===== config.mk =====
export PLATFORM = sky130hd
export DESIGN_NAME = plaintext_packer
export DESIGN_NICKNAME = d
export VERILOG_FILES = /design/src/rtl/plaintext_packer_pkg.sv /design/src/rtl/plaintext_packer_fifo.sv /design/src/rtl/plaintext_packer.sv
export SDC_FILE = /design/constraint.sdc
export NUM_CORES = 1
export LEC_CHECK = 0
export ABC_AREA = 1
export CAP_MARGIN = 30
export CORE_MARGIN = 10
export CORE_UTILIZATION = 50
export DETAILED_ROUTE_END_ITERATION = 16
export PLACE_DENSITY_LB_ADDON = 0.05
export SLEW_MARGIN = 30
export SYNTH_ARGS = -nofsm -noshare
export SYNTH_HDL_FRONTEND = slang
export SYNTH_SLANG_ARGS = --single-unit

===== constraint.sdc =====
create_clock -name clk_mst -period 6.9 [get_ports clk_mst]
set_input_delay 1.035 -clock clk_mst [delete_from_list [all_inputs] [get_ports clk_mst]]
set_output_delay 1.035 -clock clk_mst [all_outputs]
set_load 0.02 [all_outputs]

===== src/rtl/plaintext_packer_pkg.sv =====
// Shared constants and types for the plaintext byte-to-word packer.
package plaintext_packer_pkg;

  localparam int unsigned SYS_DWIDTH = 8;
  localparam int unsigned MST_DWIDTH = 32;
  localparam int unsigned LANES      = MST_DWIDTH / SYS_DWIDTH;

  typedef logic [LANES-1:0] byte_en_t;

  typedef struct packed {
    byte_en_t                byte_en;
    logic [MST_DWIDTH-1:0]   data;
  } fifo_entry_t;

endpackage


===== src/rtl/plaintext_packer_fifo.sv =====
// First-word-fall-through synchronous FIFO; head is read straight from storage.
module sync_fifo_fwft #(
  parameter int unsigned WIDTH = 36,
  parameter int unsigned DEPTH = 4
) (
  input  logic                    clk,
  input  logic                    rst,
  input  logic                    push,
  input  logic                    pop,
  input  logic [WIDTH-1:0]        din,
  output logic [WIDTH-1:0]        dout,
  output logic [$clog2(DEPTH):0]  level,
  output logic                    full,
  output logic                    empty
);

  localparam int unsigned PW       = $clog2(DEPTH);
  localparam logic [PW:0] LVL_FULL = (PW+1)'(DEPTH);

  logic [WIDTH-1:0] mem_q [DEPTH];
  logic [WIDTH-1:0] mem_d [DEPTH];
  logic [PW-1:0]    wr_ptr_q, wr_ptr_d;
  logic [PW-1:0]    rd_ptr_q, rd_ptr_d;
  logic [PW:0]      level_q, level_d;
  logic             do_push, do_pop;

  always_comb begin
    do_pop   = pop && (level_q != '0);
    // a pop on the same edge frees the slot, so a push at full still lands
    do_push  = push && ((level_q != LVL_FULL) || do_pop);
    mem_d    = mem_q;
    wr_ptr_d = wr_ptr_q;
    rd_ptr_d = rd_ptr_q;
    level_d  = level_q;
    if (do_push) begin
      mem_d[wr_ptr_q] = din;
      wr_ptr_d        = wr_ptr_q + PW'(1);
    end
    if (do_pop) begin
      rd_ptr_d = rd_ptr_q + PW'(1);
    end
    if (do_push && !do_pop) begin
      level_d = level_q + (PW+1)'(1);
    end else if (do_pop && !do_push) begin
      level_d = level_q - (PW+1)'(1);
    end
  end

  always_ff @(posedge clk) begin
    if (rst) begin
      mem_q    <= '{default: '0};
      wr_ptr_q <= '0;
      rd_ptr_q <= '0;
      level_q  <= '0;
    end else begin
      mem_q    <= mem_d;
      wr_ptr_q <= wr_ptr_d;
      rd_ptr_q <= rd_ptr_d;
      level_q  <= level_d;
    end
  end

  assign dout  = mem_q[rd_ptr_q];
  assign level = level_q;
  assign full  = (level_q == LVL_FULL);
  assign empty = (level_q == '0);

endmodule


===== src/rtl/plaintext_packer.sv =====
// Packs a decrypted byte stream little-endian into 32-bit words behind a FWFT FIFO.
module plaintext_packer #(
  parameter int unsigned SYS_DWIDTH = 8,
  parameter int unsigned MST_DWIDTH = 32,
  parameter int unsigned FIFO_DEPTH = 4
) (
  input  logic                          clk_mst,
  input  logic                          rst,
  input  logic [SYS_DWIDTH-1:0]         data_i,
  input  logic                          valid_i,
  input  logic                          flush_i,
  output logic [MST_DWIDTH-1:0]         data_o,
  output logic [3:0]                    byte_en_o,
  output logic                          valid_o,
  input  logic                          ready_i,
  output logic [$clog2(FIFO_DEPTH):0]   level_o,
  output logic                          full,
  output logic                          overflow
);

  import plaintext_packer_pkg::*;

  localparam int unsigned CNT_W = $clog2(LANES);

  logic [CNT_W-1:0]      cnt_q, cnt_d;
  logic [MST_DWIDTH-1:0] asm_q, asm_d, asm_nxt;
  byte_en_t              mask_q, mask_d, mask_nxt;
  logic                  overflow_q, overflow_d;
  logic                  commit, pop;
  logic                  fifo_full, fifo_empty;
  fifo_entry_t           push_entry, head_entry;

  always_comb begin
    asm_nxt  = asm_q;
    mask_nxt = mask_q;
    if (valid_i) begin
      for (int unsigned k = 0; k < LANES; k++) begin
        if (cnt_q == CNT_W'(k)) begin
          asm_nxt[k*SYS_DWIDTH +: SYS_DWIDTH] = data_i;
          mask_nxt[k]                         = 1'b1;
        end
      end
    end
    // the incoming byte is merged before the flush test, so valid+flush commits once
    commit = (valid_i && (cnt_q == CNT_W'(LANES-1))) || (flush_i && (mask_nxt != '0));
    push_entry.byte_en = mask_nxt;
    push_entry.data    = asm_nxt;
    pop = !fifo_empty && ready_i;

    if (commit) begin
      cnt_d  = '0;
      asm_d  = '0;
      mask_d = '0;
    end else begin
      cnt_d  = cnt_q + CNT_W'(valid_i);
      asm_d  = asm_nxt;
      mask_d = mask_nxt;
    end
    overflow_d = overflow_q || (commit && fifo_full && !pop);
  end

  always_ff @(posedge clk_mst) begin
    if (rst) begin
      cnt_q      <= '0;
      asm_q      <= '0;
      mask_q     <= '0;
      overflow_q <= 1'b0;
    end else begin
      cnt_q      <= cnt_d;
      asm_q      <= asm_d;
      mask_q     <= mask_d;
      overflow_q <= overflow_d;
    end
  end

  sync_fifo_fwft #(
    .WIDTH ($bits(fifo_entry_t)),
    .DEPTH (FIFO_DEPTH)
  ) u_fifo (
    .clk   (clk_mst),
    .rst   (rst),
    .push  (commit),
    .pop   (pop),
    .din   (push_entry),
    .dout  (head_entry),
    .level (level_o),
    .full  (fifo_full),
    .empty (fifo_empty)
  );

  assign data_o    = head_entry.data;
  assign byte_en_o = head_entry.byte_en;
  assign valid_o   = !fifo_empty;
  assign full      = fifo_full;
  assign overflow  = overflow_q;

endmodule


Yosys cells after proc, flatten, opt, wreduce, memory -nomap -nowiden
Index checks and enable logic that the tools add are counted.
Cells by class
  bitwise logic cells: 2
  reduce and logical (&&, ||, !) cells: 23
  multiplexer cells: 18
  $add $sub $neg: 5
  order comparisons: 3
  equality and inequality tests: 5
Operators with widths (number)
  $bwmux W144: 1
  $mux W36: 3
  $bmux W36 S2: 1
  $demux W36 S2: 1
  $mux W32: 1
  $mux W8: 4
  $logic_and A1 B1 Y1: 10
  $ge A3 B3 Y1 const B: 2
  $mux W3: 2
  $not A2 Y3: 2
  $add A2 B1 Y2 const B: 2
  $eq A2 B2 Y1 const B: 2
  $logic_not A1 Y1: 4
  $mux W1: 4
  $mux W4: 1
  $reduce_bool A4 Y1: 1
  $add A3 B1 Y3 const B: 1
  $eq A3 B3 Y1 const B: 1
  $logic_not A3 Y1: 1
  $logic_or A1 B1 Y1: 3
  $lt A3 B1 Y1 const B: 1
  $ne A3 B3 Y1 const B: 1
  $reduce_bool A3 Y1: 1
  $sub A3 B1 Y3 const B: 1
  5 further kinds: 5
Word-level totals
  register bits after elaboration: 190
  word-level logic and storage cells: 67
  input port bits: 13
  output and inout port bits: 42

Logic depth before layout (Yosys ltp)
  depth in word-level cells: 11
  mapped depth: 18
  depth with buffers taken out: 17

Cells and area by module
Synthesis repeated with hierarchy kept, for this count alone.
Second synthesis, totals
  cells, all modules: 1605
  area total of the unflattened synthesis: 10038.4 µm²
By module, submodules not included
  sync_fifo_fwft: times used 1, sequential area each 3022.9 µm², area an instance 8428.1 µm², cells each 1382
  plaintext_packer: times used 1, sequential area each 780.7 µm², area an instance 1610.3 µm², cells each 223

Worst setup path after synthesis
Ideal clock, no wire load.
  kind: in2reg
  start point: input port valid_i
  end point: register u_fifo.level_q[2], in the netlist u_fifo.level[2]
  required time: 6830 ps
  path slack: 4043 ps
  buffers on the path: 1
  data arrival time: 2787 ps
  stages: 17
  setup time: 70 ps
  path through: nand3_1 > nand2_1 > nor2_1 > nand2_1 > nand2_2 > nand2_4 > buf_6 > nand2_1 > inv_1 > ha_1 > inv_1 > fa_1 > nor2_1 > nor2_1 > nand2_1 > o21ai_0 > a21oi_1
On the way
  word-level cells in the longest chain between the ends: 8
  elaborated cells on any way between the ends: 11
  classes of those cells: 2 x mux; 9 x reduce/logical
RTL lines
  start, declared: line plaintext_packer.sv:10  | input logic valid_i,
  $mux W4: line plaintext_packer.sv:36  | if (valid_i) begin
  $reduce_bool A4 Y1: line plaintext_packer.sv:45  | commit = (valid_i && (cnt_q == CNT_W'(LANES-1))) || (flush_i && (mask_nxt != '0));
  $logic_and A1 B1 Y1: line plaintext_packer.sv:45
  $logic_or A1 B1 Y1 *: line plaintext_packer.sv:45
  $logic_and A1 B1 Y1 *: line plaintext_packer_fifo.sv:30  | do_push = push && ((level_q != LVL_FULL) || do_pop);
  via u_fifo.do_push: line plaintext_packer_fifo.sv:25  | logic do_push, do_pop;
  $logic_not A1 Y1: line plaintext_packer_fifo.sv:44  | end else if (do_pop && !do_push) begin
  $logic_and A1 B1 Y1: line plaintext_packer_fifo.sv:44
  $reduce_bool A2 Y1 (no line)
  end signal, assigned: line plaintext_packer_fifo.sv:59  | level_q <= level_d;
  end, declared: line plaintext_packer_fifo.sv:24  | logic [PW:0] level_q, level_d;
Mark *: on every way through the listed nets, which the timed path passes. The rest lies on a longest branch.
A chain may end at the register's enable or synchronous reset.

Final worst setup path
  start point: register u_fifo.rd_ptr_q[0]
  end point: output port byte_en_o[3]
On the way
  word-level cells in the longest chain between the ends: 4
RTL lines
  start, declared: line plaintext_packer_fifo.sv:23  | logic [PW-1:0] rd_ptr_q, rd_ptr_d;
  start signal, assigned: line plaintext_packer_fifo.sv:58  | rd_ptr_q <= rd_ptr_d;
  $not A2 Y3 (not written as such): line plaintext_packer_fifo.sv:63  | assign dout = mem_q[rd_ptr_q];
  $bmux W36 S2: line plaintext_packer_fifo.sv:63
  $mux W36 (not written as such) (2 in series): line plaintext_packer_fifo.sv:63
  end, declared: line plaintext_packer.sv:13  | output logic [3:0] byte_en_o,
No other way between the ends. The select of a mux whose other input is x is not followed.

==> metrics <==
commonest non-fill, non-tap cells in the layout 355 x sky130_fd_sc_hd__nand2_1, 329 x sky130_fd_sc_hd__inv_1, 196 x sky130_fd_sc_hd__nor2_1; Crit path required time a little under 6000 ps; main combinational cell family by area after synthesis simple AND/OR/NAND/NOR gates; Max Fclk ~240 MHz; result of the run finished, final reports clean; ratio of cells with drive above 1 in the final layout 3.22%; Post-Route Hold Slack around 460 ps; xor and xnor fraction of the mapped netlist area 0.0901%; number of cells in the finished layout apart from fillers 1784; hold violation total from the final report 0; Yosys warnings 0; most frequent standard cell in the layout excluding fill and tap cells sky130_fd_sc_hd__nand2_1; crit start category flip-flop; number of setup buffers added after CTS 0; nets ~1.5k; Chip Width between 150 and 200 um; worst-case setup slack after placement between 2000 and 2500 ps; design internal power 0.00223 W; synthesized instance count 1536; top-area cell type share of the netlist area between 30% and 40%; GPL Wtd Cong between 0.7 and 0.8; global-route wire length before repair around 42000 um; netlist area before placement a little under 0.01 mm2; initial antenna violation count 0; Yosys reg bits 190; Max Cap Violations 0; arithmetic-cell share of the synthesized area counting full adders, half adders and majority gates less than 1%; count of hold buffers inserted by post-cts repair 0; post-CTS clock slew at the launch and capture registers of the worst setup and hold paths roughly 70 ps; PostCTS Resize Cnt 0; root cell of the clock tree sky130_fd_sc_hd__clkbuf_16; final-report setup violation count 0; Setup Crit Path Kind flip-flop to output pin; largest area contributor in the synthesized netlist sky130_fd_sc_hd__dfxtp_1; total global routing overflow 0; Critical Path AT between 3000 and 4000 ps; # placed instances 1753; switching portion of total power between 30% and 40%; relative slew slack between 40% and 50%; crit path time final approximately 4200 ps; pins over their slew limit 0; metal2 WL around 12000 um; final worst path period share approximately 60%; Met3 Wirelength about 1300 um; drt wl/cell 14.4 um; overall die area 0.0254 mm2; critical path capture point type output pin; Die Y-Extent roughly 160 um; post-route clock skew roughly 6.9 ps; number of port buffers 54; Logic pwr share 36.1%; post-synthesis area per instance 6.33 um2; clock share of power approximately 29%; setup slack of the critical path after layout 2700 ps; area growth from synthesis to layout 11.2%; Worst Hold Class flip-flop to flip-flop; area share of and/or/nand/nor cells after synthesis about a third; largest net degree at the start of global routing around 110; overall power of the completed layout around 0.0036 W; share of cell area taken by muxes after synthesis less than 1%; number of iterations in the first detailed-routing pass 5; Num CTS Buffers 17; Worst Max-Slew Pin Slew ~840 ps; length of routed wiring on met1 approximately 12000 um; number of fillers in the final layout slightly below 2k; Via-to-Cell Ratio between 4 and 5; remaining number of nets flagged by the antenna check after routing 0; complex-gate fraction of the synthesized area 9.32%; detailed-route wire length around 26000 um; drt first-iter violations between 500 and 600; clock tree from TritonCTS done; initial core utilization between 50% and 60%; diode count 0; total I/O pin count 55; number of vias after detailed routing around 8.8k; uppermost signal routing layer after detailed routing met4; maximum level of the CTS H-tree 4; DRC 0; critical path peak fanout 66; half-perimeter wire length after placement around 14000 um; syn nets around 1.6k; Psw 0.00134 W; FP Rows 50; Global Route Usage Sum 19.7%; worst vdd rail ir drop ~0.00027 V; P per Cell Area 330 mW/mm2; proportion of synthesized chip area in sequential cells roughly two fifths; sequential share of power 35.3%; Core Area ~0.019 mm2; leakage power ~5.1 nW; source-to-sink clock delay at the later pin of the worst-skew pair 430 ps; Area contributors post-synth sky130_fd_sc_hd__dfxtp_1 39%, sky130_fd_sc_hd__nand2_1 14%, sky130_fd_sc_hd__inv_1 13%; number of distinct library cells after synthesis 23; CTS Buffer Depth 2; number of global-route vias before repair 8006; CTS Sinks between 150 and 200; Post-Route Setup TNS 0 ps; RSZ-0062 raised after global routing false
through the flow:
| stage | area (um2) | util, % |
|---|---|---|
| 2_1_floorplan | 9720 | - |
| 5_1_grt | 10800 | 57.2 |
| 6_report | 10800 | 57.2 |
| 3_3_place_gp | 10200 | 54.0 |
| 3_5_place_dp | 10200 | 54.0 |
| 4_1_cts | 10800 | 57.1 |
power groups by stage:
stage | combinational, W | sequential (W) | clock (W)
3_3_place_gp | 0.00128 | 0.00128 | 0
6_report | 0.00129 | 0.00126 | 0.00102
5_1_grt | 0.00144 | 0.00127 | 0.00108
4_1_cts | 0.00129 | 0.00126 | 0.00104
3_5_place_dp | 0.00128 | 0.00128 | 0
2_1_floorplan | 0.000868 | 0.00128 | 0
state kept, by name (all words and copies together) (netlist names):
signal and cells:
cnt_q 2, overflow 1, mask_q 4, u_fifo.wr_ptr_q 2, u_fifo.rd_ptr_q 2, u_fifo.mem_q 144, asm_q 32, u_fifo.level 3
synthesized netlist by cell type:
master	count
sky130_fd_sc_hd__nor3_1	1
sky130_fd_sc_hd__buf_2	34
sky130_fd_sc_hd__inv_2	2
sky130_fd_sc_hd__mux2i_1	7
sky130_fd_sc_hd__buf_6	2
sky130_fd_sc_hd__fa_1	1
sky130_fd_sc_hd__nor2_1	196
sky130_fd_sc_hd__nand4_1	144
sky130_fd_sc_hd__nand3_4	4
sky130_fd_sc_hd__ha_1	6
sky130_fd_sc_hd__buf_4	4
sky130_fd_sc_hd__buf_1	17
sky130_fd_sc_hd__o21ai_0	63
sky130_fd_sc_hd__xnor2_1	1
sky130_fd_sc_hd__clkbuf_1	51
sky130_fd_sc_hd__nand2_4	1
sky130_fd_sc_hd__dfxtp_1	190
sky130_fd_sc_hd__nand2_2	2
sky130_fd_sc_hd__a21oi_1	118
sky130_fd_sc_hd__nand3_1	3
sky130_fd_sc_hd__nand3_2	3
sky130_fd_sc_hd__inv_1	331
sky130_fd_sc_hd__nand2_1	355
critical path, stage by stage (launching register included):
cell	delay, ps
sky130_fd_sc_hd__dfxtp_1	350
sky130_fd_sc_hd__clkinv_2	520
sky130_fd_sc_hd__buf_4	560
sky130_fd_sc_hd__o21ai_0	250
sky130_fd_sc_hd__a21oi_1	70
sky130_fd_sc_hd__a21oi_1	270
sky130_fd_sc_hd__clkdlybuf4s50_1	670
path summary, 6_finish.rpt:
path	startpoint	end	slack, ps	depth (start not counted)
worst max-delay path	u_fifo.rd_ptr_q[0]	byte_en_o[3]	2700	6
worst min-delay path	mask_q[3]	mask_q[3]	460	2
worst max register to register	cnt_q[1]	u_fifo.level[2]	3730	16
worst min register to register	mask_q[3]	mask_q[3]	460	2
area by class of cell:
cell class	instances	area, um2	share of cell area [%]
clock buffers	24	452	4.18
repair buffers	65	631	5.83
inverters	333	1250	11.6
clock inverters	7	138	1.27
flip-flops and latches	190	3800	35.2
well taps	260	325	3.01
multi-input cells	905	4210	38.9
routing by layer:
layer  up-vias  GRT usage, %
li1       4656             -
met3        26          3.74
met4         0          4.68
met2       184          32.5
met1      3952          25.9
met5         -             0
kinds of logic (layout without fill, tap and decap cells):
group / count (synthesis) / count (layout)
fa+ha+maj: 7 / 7
buf+inv: 441 / 429
xor+xnor: 1 / 1
compound gates: 181 / 181
mux: 7 / 7
flops: 190 / 190
simple gates: 709 / 709
(Power assumes the default switching activity.)
==> variant 1 (same settings) <==
The parameter `FIFO_DEPTH` goes from 4 to 8.
--- a/src/rtl/plaintext_packer.sv
+++ b/src/rtl/plaintext_packer.sv
@@ -2,7 +2,7 @@
 module plaintext_packer #(
   parameter int unsigned SYS_DWIDTH = 8,
   parameter int unsigned MST_DWIDTH = 32,
-  parameter int unsigned FIFO_DEPTH = 4
+  parameter int unsigned FIFO_DEPTH = 8
 ) (
   input  logic                          clk_mst,
   input  logic                          rst,
Ports: changed (resized level_o); port bits go from 55 to 56. The function was not compared with the original's and may differ.
==> variant 1 against the unedited design <==
First-iteration DRC count rose to 2.6 times the old value. Clock skew rose by 0.014 ns. Sequential cell count up 147. Design area rose by 83%. Routed wire length rose by 120%. Synthesized cell count up 89%. Synthesized area rose by 85%. Setup slack got worse by 0.70 ns. Power grew 77%. Largest cell class unchanged. Largest power group is now sequential cells.
==> variant 1: results (changes against the unedited design) <==
- Status: finished, final reports clean
- Reg2reg setup slack: 3.29 ns (-0.44 ns)
- Syn nets: 2,918 (+88%)
- Clock transition at the registers of the reported paths: 0.06 ns
- # H-tree levels: 2 (-2)
- Initial DRT Pass Iterations: 8 (+3)
- Vias/cell: 5.26 (+6.5%)
- GP Congestion: 0.796 (+5.0%)
- Leakage power: 9.14 nW (+80%)
- Switch share: 36.8% (-0.76 points)
- Hold path startpoint: mask_q[3]
- Crit-path max cell delay: 0.71 ns (+0.04 ns)
- Register area share after synthesis: 37.6% (-1.5 points)
- Worst EP arrival: 3.86 ns (+0.70 ns)
- Vias in the first global route: 15,900 (+98%)
- Slew headroom: 31.7% (-13 points)
- Combinational share of power: 32.3% (-3.8 points)
- Hold Crit Class: flop to flop
- Largest regs: u_fifo.mem_q: 288 flops, asm_q: 32 flops
- Crit path from: u_fifo.rd_ptr_q[0]
- Setup Skew: 0.0206 ns (+0.0137 ns)
- Worst r2r src: cnt_q[1]
- Worst path slowest cell: clkdlybuf4s50_1
- Layout Nets: 2,827 (+85%)
- # port buffers: 55 (+1.9%)
- Antenna Diode Count: 0 (unchanged)
- Commonest cells in the netlist: nand2_1 (651), inv_1 (585), nor2_1 (386), dfxtp_1 (337), nand4_1 (288)
- YS warnings: 0 (unchanged)
- CP top delay family: buffers and inverters
- Hold EP: mask_q[3]
- CTS Buf Count: 40 (+23)
- Worst VDD drop: 0.202 mV (-26%)
- Post_cts resized: 0 (unchanged)
- GRT Total Usage: 24.5% (+4.8 points)
- Critical R2R Capture: u_fifo.mem_q[59]
- Layout cells sized above 1: 5.08% (+1.9 points)
- Setup Buffers After CTS: 0 (unchanged)
- Crit Path Category: flop to output port
- Routed WL: 55.6 mm (+120%)
- Yosys cell types: 26 (+13%)
- Ys async rst share: 0% (unchanged)
- Antenna violations before repair: 0 (unchanged)
- Synth area leaders: dfxtp_1 (38%), nand2_1 (14%), inv_1 (12%)
- Largest net degree at the start of global routing: 185 (+67%)
- Initial drt markers: 1,416 (+160%)
- DP HPWL: 27.8 mm (+100%)
- Worst skew pair latency: 0.54 ns (+0.11 ns)
- Worst Hold Slack: 0.437 ns (-0.0209 ns)
- First-pass GRT wire length: 88.3 mm (+110%)
- Crit-path max FO: 104 (+58%)
- Clock root buffer: clkbuf_16
- Depth of the worst register-to-register path: 11 (-5)
- Final Hold Vio Count: 0 (unchanged)
- Worst hold stages: 2 (unchanged)
- CTS Buffer Depth: 3 (+1)
-- variant 1: kinds of logic after synthesis --
| family | count (synthesis) | synth area share (%) |
|---|---|---|
| AO/OA/AOI/OAI | 366 | 10.5 |
| multiplexers | 6 | 0.335 |
| flip-flops | 337 | 37.6 |
| AND/OR/NAND/NOR | 1344 | 33.0 |
| adder cells (fa/ha/maj) | 7 | 0.530 |
| buffers and inverters | 834 | 17.9 |
| XOR/XNOR | 4 | 0.195 |
-- variant 1: worst register-to-register path, delay by kind of cell (launching register included) --
kind / cells / cell delay (ns)
DFF: 1 / 0.47
and+or+nand+nor: 9 / 2.29
buffers and inverters: 2 / 0.81
-- variant 1: stage by stage --
step                      instances  worst slack [ns]  cell area (µm²)
after floorplan                2898              3.69            17900
after global placement         3226              2.18            18500
after detailed placement       3226              2.07            18500
after CTS                      3295              2.05            19800
after global routing           3295              1.79            19800
final                          3295              2.00            19800
-- variant 1: final cells by class --
| cell class | count | area [µm²] |
|---|---|---|
| tap | 461 | 577 |
| multi-input combinational | 1727 | 8050 |
| clock inverter | 9 | 101 |
| fill | 3562 | 15700 |
| clock buffer | 60 | 1210 |
| timing repair buffer | 76 | 728 |
| inverter | 625 | 2370 |
| sequential | 337 | 6750 |
-- variant 1: per-layer routing --
| metal | vias up | track usage (%) | wire (µm) |
|---|---|---|---|
| met5 | - | 0 | 0 |
| met4 | 0 | 9.03 | 1730 |
| met3 | 112 | 3.53 | 3430 |
| met2 | 511 | 41.9 | 26500 |
| met1 | 7950 | 30.8 | 23900 |
| li1 | 8767 | - | - |
-- variant 1: power by group through the flow --
| stage | Combinational, mW | Clock, mW | Sequential (mW) |
|---|---|---|---|
| 2_1_floorplan | 1.33 | 0 | 2.15 |
| 3_3_place_gp | 2.01 | 0 | 2.19 |
| 3_5_place_dp | 2.02 | 0 | 2.20 |
| 4_1_cts | 2.03 | 2.15 | 2.15 |
| 5_1_grt | 2.24 | 2.22 | 2.17 |
| 6_report | 2.04 | 2.12 | 2.15 |
-- variant 1: how the worst max path moves through the flow --
stage          depth (start not counted)                end  slack, ns
2_1_floorplan                         21    u_fifo.level[3]       3.69
3_3_place_gp                          12  u_fifo.mem_q[129]       2.18
3_5_place_dp                          12   u_fifo.mem_q[72]       2.07
4_1_cts                                7         data_o[28]       2.05
5_1_grt                                7         data_o[28]       1.79
6_report                               7         data_o[28]       2.00
==> variant 2 (same settings) <==
Without the edit above. Put a register stage on the output `level_o`, without a reset. The value now appears one clock later. The other outputs are not delayed to match.
--- a/src/rtl/plaintext_packer.sv
+++ b/src/rtl/plaintext_packer.sv
@@ -21,6 +21,8 @@
   import plaintext_packer_pkg::*;
 
   localparam int unsigned CNT_W = $clog2(LANES);
+
+  logic [$clog2(FIFO_DEPTH):0] level_c;
 
   logic [CNT_W-1:0]      cnt_q, cnt_d;
   logic [MST_DWIDTH-1:0] asm_q, asm_d, asm_nxt;
@@ -83,7 +85,7 @@
     .pop   (pop),
     .din   (push_entry),
     .dout  (head_entry),
-    .level (level_o),
+    .level (level_c),
     .full  (fifo_full),
     .empty (fifo_empty)
   );
@@ -94,5 +96,9 @@
   assign full      = fifo_full;
   assign overflow  = overflow_q;
 
+  always_ff @(posedge clk_mst) begin
+    level_o <= level_c;
+  end
+
 endmodule
 
Formal check against the unedited RTL: not equivalent (a bounded check fails within 4 cycles, from zero or initial values and one cycle with rst high).
==> variant 2 against the unedited design <==
Worst hold slack got worse by 0.096 ns. Synthesized area is 1.5% higher. Sequential cell count grew 3. Power grew 0.45%. Register-to-register slack got worse by 0.07 ns. Sequential share of layout area up 0.22 points. Critical path depth stayed put. Routed wire length is 5.7% lower. Design area rose by 0.94%. Setup slack gained 0.010 ns. Critical path type unchanged. Largest cell class unchanged.
==> variant 2: results (changes against the unedited design) <==
- Syn nets: 1,557 (+0.064%)
- Antenna violations before repair: 1 (+1)
- Layout cells sized above 1: 4.39% (+1.2 points)
- GRT Total Usage: 18.9% (-0.80 points)
- Initial DRT Pass Iterations: 4 (-1)
- First-pass GRT wire length: 41.0 mm (-2.2%)
- Clock root buffer: clkbuf_16
- Initial drt markers: 511 (-7.9%)
- Vias/cell: 4.80 (-3.0%)
- Worst skew pair latency: 0.44 ns
- Vias in the first global route: 8,037 (+0.39%)
- Routed WL: 24.2 mm (-5.7%)
- Largest net degree at the start of global routing: 151 (+36%)
- Post_cts resized: 0 (unchanged)
- Placed inst area: 10,300 µm² (+0.76%)
- Status: finished, final reports clean
- Register area share after synthesis: 39.2% (+0.043 points)
- GP Congestion: 0.790 (+4.3%)
- Largest regs: u_fifo.mem_q: 144 flops, asm_q: 32 flops, mask_q: 4 flops
- DP HPWL: 13.7 mm (+0.23%)
- # H-tree levels: 4 (unchanged)
- Predominant post-synthesis flop cell: dfxtp_1
- Worst EP arrival: 3.15 ns (about the same)
- Layout Nets: 1,534 (+0.13%)
- Leakage power: 5.08 nW (+0.18%)
- Fin crit share: 60.7% (-0.14 points)
- Hold Crit Class: flop to flop
- Setup Skew: 0.0105 ns (+0.00364 ns)
- YS warnings: 0 (unchanged)
- Synth area leaders: dfxtp_1 (39%), nand2_1 (13%), inv_1 (12%)
- Ys async rst share: 0% (unchanged)
- Yosys cell types: 23 (unchanged)
- Commonest cells in the netlist: nand2_1 (351), inv_1 (319), nor2_1 (201), dfxtp_1 (193), nand4_1 (144)
- Slew headroom: 36.7% (-7.6 points)
- Crit-path max FO: 60 (-9.1%)
- Worst VDD drop: 0.240 mV (-12%)
- CTS Buf Count: 17 (unchanged)
variant 2: metrics by stage:
step	instances	utilization (%)	setup slack, ns	hold WS, ns	power [mW]
2_1_floorplan	1537	-	4.03	0.331	2.19
3_3_place_gp	1760	52.8	2.47	0.356	2.57
3_5_place_dp	1760	52.8	2.42	0.350	2.57
4_1_cts	1792	56.0	2.70	0.362	3.61
5_1_grt	1793	56.1	2.42	0.377	3.83
6_report	1793	56.1	2.71	0.361	3.58
variant 2: cell families after synthesis:
family / synth area share (%)
simple gates: 31.9
buf+inv: 18.1
xor+xnor: 0.0888
fa+ha+maj: 0.964
compound gates: 9.28
flops: 39.2
mux: 0.507
variant 2: worst max-delay path, stage by stage, from the launching register on:
cell,delay [ns]
dfxtp_1,0.35
clkinv_2,0.64
buf_4,0.55
o21ai_0,0.26
a21oi_1,0.08
a21oi_1,0.15
clkdlybuf4s50_1,0.62
variant 2: cell type report:
cell class,count,area [µm²]
inverters,330,1240
repair buffers,65,623
multi-input cells,907,4230
fillers,1970,8550
clock buffers,19,453
flip-flops and latches,193,3860
diodes,1,2.50
clock inverters,13,161
well taps,265,332
variant 2: path summary, 6_finish.rpt:
check	from	endpoint	slack, ns	depth (start not counted)
hold reg to reg	u_fifo.level[2]	level_o[2]	0.36	0
setup / recovery	u_fifo.rd_ptr_q[0]	data_o[17]	2.71	6
setup reg to reg	cnt_q[1]	u_fifo.level[2]	3.66	16
hold / removal	u_fifo.level[2]	level_o[2]	0.36	0
variant 2: per-layer routing:
layer | share of wire [%] | up-vias | global-route usage [%]
li1 | - | 4669 | -
met2 | 45 | 133 | 30.0
met3 | 4.1 | 29 | 3.71
met4 | 1.4 | 0 | 5.84
met1 | 49 | 3767 | 25.3
met5 | 0 | - | 0
variant 2: power by group:
part	switching (mW)	internal, mW
Combinational	0.848	0.414
Clock	0.447	0.589
Sequential	0.0529	1.23
